`config.mk`:
```
export PLATFORM = sky130hd
export DESIGN_NAME = ii_mem_arbiter
export DESIGN_NICKNAME = d
export VERILOG_FILES = /design/src/rtl/ii_mem_arbiter.sv
export SDC_FILE = /design/constraint.sdc
export NUM_CORES = 1
export LEC_CHECK = 0
export ABC_AREA = 1
export BUFFER_PORTS_ARGS = -buffer_cell sky130_fd_sc_hd__buf_2
export CAP_MARGIN = 20
export CORE_ASPECT_RATIO = 1.2
export CORE_MARGIN = 3
export CORE_UTILIZATION = 45
export CTS_CLUSTER_SIZE = 28
export DETAILED_ROUTE_END_ITERATION = 12
export HOLD_SLACK_MARGIN = 0.12
export PLACE_DENSITY = 0.86
export SETUP_SLACK_MARGIN = 0.2
export SYNTH_ARGS = -nofsm -noshare
export SYNTH_HDL_FRONTEND = slang
export SYNTH_SLANG_ARGS = --single-unit
```
`constraint.sdc`:
```
create_clock -name clk_vga -period 1.9 [get_ports clk_vga]
set_input_delay 0.095 -clock clk_vga [delete_from_list [all_inputs] [get_ports clk_vga]]
set_output_delay 0.095 -clock clk_vga [all_outputs]
set_load 0.02 [all_outputs]
```
`src/rtl/ii_mem_arbiter.sv`:
```
// ii_mem_arbiter: shares the single-port integral-image RAM between the VGA
// display reader (fixed priority, never stalled), the Haar detector (reads)
// and the integral-image builder (writes). The detector and builder share the
// cycles the display leaves free, round-robin, over ready/valid handshakes.
// Every read grant is tagged so returned data reaches only its own client.
//
// Optional build macro II_ARB_STATS_EN adds stats_clr / det_stall_cnt, a
// saturating count of cycles the detector waited with a pending request.
module ii_mem_arbiter #(
  parameter int ADDR_W = 15,
  parameter int DATA_W = 20,
  parameter int RD_LAT = 1
) (
  input  logic              clk_vga,
  input  logic              rst_n,
  input  logic              disp_req,
  input  logic [ADDR_W-1:0] disp_addr,
  output logic [DATA_W-1:0] disp_rdata,
  output logic              disp_rvalid,
  input  logic              det_valid,
  input  logic [ADDR_W-1:0] det_addr,
  output logic              det_ready,
  output logic [DATA_W-1:0] det_rdata,
  output logic              det_rvalid,
  input  logic              wr_valid,
  input  logic [ADDR_W-1:0] wr_addr,
  input  logic [DATA_W-1:0] wr_data,
  output logic              wr_ready,
  output logic              mem_en,
  output logic              mem_we,
  output logic [ADDR_W-1:0] mem_addr,
  output logic [DATA_W-1:0] mem_wdata,
  input  logic [DATA_W-1:0] mem_rdata,
  output logic              disp_conflict
`ifdef II_ARB_STATS_EN
  ,
  input  logic              stats_clr,
  output logic [15:0]       det_stall_cnt
`endif
);

  localparam int TAG_W = 2 * RD_LAT;

  // Read tags: which client a returning word belongs to.
  localparam logic [1:0] TAG_NONE = 2'b00;
  localparam logic [1:0] TAG_DISP = 2'b01;
  localparam logic [1:0] TAG_DET  = 2'b10;

  logic              gnt_disp;
  logic              gnt_det;
  logic              gnt_wr;

  logic              rr_last_q, rr_last_d;   // 0 = builder won last, 1 = detector
  logic [TAG_W-1:0]  tag_q, tag_d;
  logic [TAG_W-1:0]  tag_in_ext;
  logic [1:0]        tag_in;
  logic [1:0]        tag_out;

  logic [DATA_W-1:0] disp_rdata_q, disp_rdata_d;
  logic              disp_rvalid_q, disp_rvalid_d;
  logic [DATA_W-1:0] det_rdata_q, det_rdata_d;
  logic              det_rvalid_q, det_rvalid_d;
  logic              conflict_q, conflict_d;

  // Grant selection: display first, then round-robin between detector and
  // builder. Nothing is granted while reset is asserted.
  always_comb begin
    gnt_disp = 1'b0;
    gnt_det  = 1'b0;
    gnt_wr   = 1'b0;
    if (rst_n) begin
      if (disp_req) begin
        gnt_disp = 1'b1;
      end else if (det_valid && wr_valid) begin
        if (rr_last_q) gnt_wr  = 1'b1;
        else           gnt_det = 1'b1;
      end else if (det_valid) begin
        gnt_det = 1'b1;
      end else if (wr_valid) begin
        gnt_wr = 1'b1;
      end
    end
  end

  // Memory port and handshake outputs follow the grant combinationally.
  always_comb begin
    mem_en    = 1'b0;
    mem_we    = 1'b0;
    mem_addr  = '0;
    mem_wdata = '0;
    det_ready = gnt_det;
    wr_ready  = gnt_wr;
    if (gnt_disp) begin
      mem_en   = 1'b1;
      mem_addr = disp_addr;
    end else if (gnt_det) begin
      mem_en   = 1'b1;
      mem_addr = det_addr;
    end else if (gnt_wr) begin
      mem_en    = 1'b1;
      mem_we    = 1'b1;
      mem_addr  = wr_addr;
      mem_wdata = wr_data;
    end
  end

  // Next-state: round-robin pointer, tag shift pipeline, return routing and
  // the sticky display/write conflict flag.
  always_comb begin
    rr_last_d = rr_last_q;
    if (gnt_wr)  rr_last_d = 1'b0;
    if (gnt_det) rr_last_d = 1'b1;

    tag_in = TAG_NONE;
    if (gnt_disp)     tag_in = TAG_DISP;
    else if (gnt_det) tag_in = TAG_DET;

    tag_in_ext      = '0;
    tag_in_ext[1:0] = tag_in;
    // Oldest tag sits in the top slot and aligns with mem_rdata.
    tag_d   = (tag_q << 2) | tag_in_ext;
    tag_out = tag_q[TAG_W-1 -: 2];

    disp_rdata_d  = disp_rdata_q;
    disp_rvalid_d = 1'b0;
    det_rdata_d   = det_rdata_q;
    det_rvalid_d  = 1'b0;
    if (tag_out == TAG_DISP) begin
      disp_rdata_d  = mem_rdata;
      disp_rvalid_d = 1'b1;
    end else if (tag_out == TAG_DET) begin
      det_rdata_d  = mem_rdata;
      det_rvalid_d = 1'b1;
    end

    // A write that collides with a display read is deferred, so the display
    // sees the old word; record that it happened.
    conflict_d = conflict_q;
    if (disp_req && wr_valid && (disp_addr == wr_addr)) conflict_d = 1'b1;
  end

  // State registers with synchronous active-low reset.
  always_ff @(posedge clk_vga) begin
    if (!rst_n) begin
      rr_last_q     <= 1'b1;
      tag_q         <= '0;
      disp_rdata_q  <= '0;
      disp_rvalid_q <= 1'b0;
      det_rdata_q   <= '0;
      det_rvalid_q  <= 1'b0;
      conflict_q    <= 1'b0;
    end else begin
      rr_last_q     <= rr_last_d;
      tag_q         <= tag_d;
      disp_rdata_q  <= disp_rdata_d;
      disp_rvalid_q <= disp_rvalid_d;
      det_rdata_q   <= det_rdata_d;
      det_rvalid_q  <= det_rvalid_d;
      conflict_q    <= conflict_d;
    end
  end

  assign disp_rdata    = disp_rdata_q;
  assign disp_rvalid   = disp_rvalid_q;
  assign det_rdata     = det_rdata_q;
  assign det_rvalid    = det_rvalid_q;
  assign disp_conflict = conflict_q;

`ifdef II_ARB_STATS_EN
  logic [15:0] stall_cnt_q, stall_cnt_d;
  logic        stats_clr_q, stats_clr_d;

  // Stall counter: clears on a rising stats_clr, otherwise saturates upward.
  always_comb begin
    stats_clr_d = stats_clr;
    stall_cnt_d = stall_cnt_q;
    if (stats_clr && !stats_clr_q) begin
      stall_cnt_d = '0;
    end else if (det_valid && !det_ready && (stall_cnt_q != 16'hFFFF)) begin
      stall_cnt_d = stall_cnt_q + 16'd1;
    end
  end

  // Stall counter registers.
  always_ff @(posedge clk_vga) begin
    if (!rst_n) begin
      stall_cnt_q <= '0;
      stats_clr_q <= 1'b0;
    end else begin
      stall_cnt_q <= stall_cnt_d;
      stats_clr_q <= stats_clr_d;
    end
  end

  assign det_stall_cnt = stall_cnt_q;
`endif

endmodule

```
==> results.toml, run 1 <==
[outcome]
status = "finished, final reports clean"

[pwr]
p_clk_share_pct = 31.1
p_sw_share_pct = 29.4
p_comb_share_pct = 24.1
worst_ir_drop_vdd_v = 0.00103
total_power_mw = 2.29
p_seq_share_pct = 44.8
internal_power_mw = 1.61
powerDensity_mw_per_mm2 = 614
p_leak_nw = 2.19
switching_power_mw = 0.671

[yosys]
synthesis.nets = 457
seq_area_frac_synth_pct = 36.6
syn_area_mm2 = 0.00251
synth_fa_ha_area_share_pct = 0
yosys.area_share.simple_pct = 35.9
synth_cell_types = 21
synth_top_family_by_area = "simple AND/OR/NAND/NOR gates"
ys_ff_latch = 46
synth_compound_area_share_pct = 12.6
synthCells = 367
synthXorXnorAreaFrac_pct = 0
yosys_warnings = 0
syn_avg_cell_area_um2 = 6.85
muxShareOfSynthArea_pct = 0

[cells_and_area]
final_util_pct = 69.8
area_delta_synth_final_pct = 48.2
finalNonFillerCells = 620
final_cell_area_mm2 = 0.00372
nNetsFinal = 647
antenna_cells = 0
final_cell_mix = "buf_2, nand2_1, inv_1"
drive_above_1_share_pct = 38.9
final_common_cell = "buf_2"

[setup_path]
r2r_slack_ps = 560
cp-start-kind = "flop"
crit_chain = "inv_1 -> nand3_1 -> nand2_4 -> buf_4 -> o221ai_1 -> buf_2"
critical_path_required_ps = 1800
critPathArrivalTime_ps = 1530
worst_r2r_endpoint = "det_rdata[10]"
startpoint = "rr_last_q"
end_kind = "output port"
crit_slowest_cell = "dfxtp_1"
critical_path_class = "flop to output port"
endpoint = "mem_addr[1]"
r2r-start = "tag_out[1]"
crit_fanout = 8
cpPeakStageDelay_ps = 340
r2r_cells = 5

[place]
port_buffers = 171
gp_congestion = 0.799
dpl.hpwl_um = 5730
dpl_cell_area_mm2 = 0.00336
place_worst_setup_slack_ps = 215
dp.cells = 588

[timing]
max-slew-margin-rel_pct = 72.1
max_freq_mhz = 615
grt_setup_unrepaired = "yes"
hold_ws_ps = 123
period_needed_ps = 1630
skew_ps = 4.66
fin_setup_tns_ps = 0
slew_violations = 0
finalSetupViolCount = 0
fin_crit_sh_pct = 85.6
hold_viol = 0
setup_ws_ps = 274
max_slew.worst_pin.slew_ps = 418

[run]
max_cap_viol_count = 0

[drt]
drc = 0
num_vias = 3004
drtPass1Iterations = 5
routed_wl_um = 8360
antenna_left = 0
drt_iter0_markers = 109
wl_per_cell_um = 13.5
via_per_inst = 4.85

[floorplanning]
start_util_pct = 47.1
die_width_um = 74.2
dieHeight_um = 87.9
io_pins = 172
core-area_mm2 = 0.00533
fp.dieArea_mm2 = 0.00652
rows = 29

[global_route]
grtUsageTotal_pct = 24.3
grt_max_degree = 42
antenna_found_initial = 0
grt_pass1_wl_um = 12400
grt_pass1_vias = 2800
gr-total-overflow = 0

[min_path]
hold_start = "det_valid"
hp-class = "input port to flop"
whs_path_depth = 3

[cts]
tritoncts = "done"
cts_buffer_depth = 2
insertion_delay_ps = 300
numCtsBuffers = 5
cts.sinks = 46
htree_levels = 2
clk_pin_slew_ps = 80
cts-root-buf = "clkbuf_8"
[kinds of logic after synthesis]
family / Yosys count
buffers and inverters: 82
DFF: 46
AOI/OAI and AO/OA: 53
and+or+nand+nor: 186
[Yosys cell counts, drive strengths merged]
library cell / instances / share of area, %
nor2: 63 / 16
clkbuf: 3 / 0.45
nand2: 101 / 15
dfxtp: 46 / 37
o221ai: 8 / 2.8
inv: 65 / 9.7
clkinv: 1 / 0.15
o211ai: 9 / 2.7
o21ai: 28 / 5.6
nand3: 22 / 4.6
buf: 13 / 4.5
a21oi: 8 / 1.6
[power by group through the flow]
stage                     sequential (mW)  clock (mW)  combinational (mW)
after global placement               1.04           0               0.492
after detailed placement             1.04           0               0.502
final                                1.02       0.711               0.551
after CTS                            1.02       0.720               0.538
after floorplan                      1.09           0               0.252
after global routing                 1.03       0.758               0.601
[sequential cells by signal (all words and copies together), names as in the netlist]
name and count:
rr_last_q 1, det_rvalid 1, disp_conflict 1, disp_rvalid 1, det_rdata 20, disp_rdata 20, tag_out 2
[cell type report]
type | count | area, um2
fillers | 433 | 1610
multi-input cells | 240 | 1230
repair buffers | 198 | 1130
flip-flops and latches | 46 | 921
inverters | 66 | 248
well taps | 62 | 77.6
clock buffers | 6 | 72.6
clock inverters | 2 | 37.5
[worst max-delay path: cells and delay by family (launching register included)]
kind            cells  cell delay, ps
buf+inv             3             420
flops               1             340
simple gates        2             300
compound gates      1             160
[worst min path at each step]
stage	endpoint
2_1_floorplan	disp_rdata[10]
3_3_place_gp	disp_rdata[18]
3_5_place_dp	disp_rdata[15]
4_1_cts	tag_out[1]
5_1_grt	tag_out[1]
6_report	tag_out[1]
[what timing repair did]
action | 4_1_cts | 5_1_grt
buffers inserted | 0 | 3
resized for setup | 4 | 0
pin swaps | 0 | 2
cloned | 0 | 1
hold buffers | 20 | 0
endpoints found under the setup margin | 20 | 32
endpoints found under the hold margin | 40 | 0
[per-layer routing]
metal	vias up	GRT usage (%)	share of wire [%]
met5	-	0	0
met4	0	11.7	2.9
met3	21	6.54	10
met2	158	43.2	51
met1	1319	26.2	36
li1	1506	-	-
(Power assumes the default switching activity.)
==> inputs of run 2 (changes only) <==
--- a/config.mk
+++ b/config.mk
@@ -8,13 +8,15 @@
 export ABC_AREA = 1
 export BUFFER_PORTS_ARGS = -buffer_cell sky130_fd_sc_hd__buf_2
 export CAP_MARGIN = 20
+export CELL_PAD_IN_SITES_DETAIL_PLACEMENT = 1
+export CELL_PAD_IN_SITES_GLOBAL_PLACEMENT = 1
 export CORE_ASPECT_RATIO = 1.2
 export CORE_MARGIN = 3
-export CORE_UTILIZATION = 45
+export CORE_UTILIZATION = 29
 export CTS_CLUSTER_SIZE = 28
 export DETAILED_ROUTE_END_ITERATION = 12
 export HOLD_SLACK_MARGIN = 0.12
-export PLACE_DENSITY = 0.86
+export PLACE_DENSITY_LB_ADDON = 0.1
 export SETUP_SLACK_MARGIN = 0.2
 export SYNTH_ARGS = -nofsm -noshare
 export SYNTH_HDL_FRONTEND = slang
==> run 2 against run 1 <==
Effect of this change:
- non-clock buffer count is 1 higher
- clock power is 11% lower
- final cell count is 8.5% higher
- clock skew is 1.1 ps higher
- cell area is 2.6% higher
- register-to-register slack better by 40 ps
- critical path type is now input port to output port
- largest cell class unchanged
- clock-buffer cell count stayed put
- power is 3.2% lower
- worst setup slack better by 34 ps
- wire length is 7.3% higher
- sequential share of layout area is 0.62 points lower
- via count is 0.53% lower
==> results.toml, run 2 (synthesis gave the netlist of run 1 again) <==
[setup_path]
cpPeakStageDelay_ps = 560
crit_chain = "buf_2 -> dlygate4sd3_1 -> nand3_2 -> nor2_4 -> buf_12 -> nand2_1 -> o221ai_1 -> buf_2"
critical_path_class = "input port to output port"
worst_r2r_endpoint = "disp_rdata[2]"
cp_common_cell = "buf_2"
r2r_cells = 4
crit_fanout = 15
end_kind = "output port"
cp-start-kind = "input port"
r2r-start = "tag_out[0]"
r2r_slack_ps = 600
critPathArrivalTime_ps = 1500
critical_path_required_ps = 1800
crit_slowest_cell = "dlygate4sd3_1"

[timing]
finalSetupViolCount = 0
hold_viol = 0
fin_setup_tns_ps = 0
slew_violations = 0
max_freq_mhz = 628
grt_setup_unrepaired = "no"
skew_ps = 5.73
period_needed_ps = 1590
fin_crit_sh_pct = 83.8
max-slew-margin-rel_pct = 74.6
max_slew.worst_pin.slew_ps = 380

[pwr]
powerDensity_mw_per_mm2 = 579
p_leak_nw = 2.20
total_power_mw = 2.21
worst_ir_drop_vdd_v = 0.000621

[floorplanning]
fp.dieArea_mm2 = 0.00983
core-area_mm2 = 0.00829
die_width_um = 91.0
dieHeight_um = 108
rows = 36
io_pins = 172
start_util_pct = 30.3

[global_route]
grt_pass1_vias = 2986
grt_max_degree = 31
antenna_found_initial = 0
grt_pass1_wl_um = 14100
grtUsageTotal_pct = 17.4
gr-total-overflow = 0

[cts]
tritoncts = "done"
cts.sinks = 46
clk_pin_slew_ps = 90
numCtsBuffers = 5
cts-root-buf = "clkbuf_8"
htree_levels = 2
cts_buffer_depth = 2
insertion_delay_ps = 300

[cells_and_area]
final_common_cell = "buf_2"
drive_above_1_share_pct = 39.2
nNetsFinal = 648
area_delta_synth_final_pct = 52.0
antenna_cells = 0
final_cell_mix = "buf_2, nand2_1, inv_1"

[place]
gp_congestion = 0.776
port_buffers = 171
dpl.hpwl_um = 6680

[drt]
via_per_inst = 4.44
wl_per_cell_um = 13.3
routed_wl_um = 8970
drt_iter0_markers = 49
drtPass1Iterations = 6
num_vias = 2988
antenna_left = 0
drc = 0

[run]
max_cap_viol_count = 0

[min_path]
whs_path_depth = 2
hp-class = "input port to flop"
hold_start = "rst_n"
hold_end = "rr_last_q"

[outcome]
status = "finished, final reports clean"
run 2: layout make-up:
cell class / count / area (um2)
sequential: 46 / 921
fill: 1142 / 4470
tap: 114 / 143
multi-input combinational: 240 / 1250
inverter: 66 / 248
clock buffer: 6 / 82.6
clock inverter: 2 / 12.5
timing repair buffer: 199 / 1160
run 2: critical path, delay by kind of cell:
kind / cells / cell delay [ps]
AO/OA/AOI/OAI: 1 / 70
AND/OR/NAND/NOR: 3 / 310
buffers and inverters: 4 / 1020
run 2: power breakdown:
group / leakage, nW / internal (mW) / switching [mW] / total, mW
Combinational: 1.77 / 0.225 / 0.333 / 0.557
Clock: 0.0472 / 0.293 / 0.340 / 0.633
Sequential: 0.375 / 1.00 / 0.0195 / 1.02
Total: 2.20 / 1.52 / 0.692 / 2.21
run 2: worst max-delay path by stage:
| stage | start | to | slack (ps) | depth (start not counted) |
|---|---|---|---|---|
| detailed placement | rst_n | mem_wdata[9] | 300 | 7 |
| finish | det_valid | mem_addr[12] | 310 | 8 |
| global route | det_valid | mem_addr[2] | 210 | 8 |
| floorplan | rr_last_q | mem_addr[10] | 780 | 6 |
| CTS | rr_last_q | mem_wdata[9] | 230 | 6 |
| global placement | rst_n | mem_wdata[4] | 350 | 7 |
run 2: metal layers:
layer	wire length [um]	vias to the layer above	global-route usage, %
met5	0	-	0
met4	90	0	4.53
met3	454	7	2.51
met2	4800	100	33.9
met1	3620	1376	19.6
li1	-	1505	-
run 2: timing repair:
item,CTS,global route
setup endpoints to repair,33,25
gates resized for setup,1,4
setup buffers,2,0
pin swaps,1,3
hold buffers,21,0
hold endpoints to repair,41,0
gates cloned,0,1
run 2: per-stage QoR:
step	area, um2	hold slack (ps)	util [%]	std cells	worst slack, ps
after detailed placement	3450	310	41.7	641	300
after global routing	3820	154	46.1	673	211
final	3820	140	46.1	673	308
after global placement	3450	300	41.7	641	346
after floorplan	2510	198	-	367	778
after CTS	3790	134	45.7	672	225
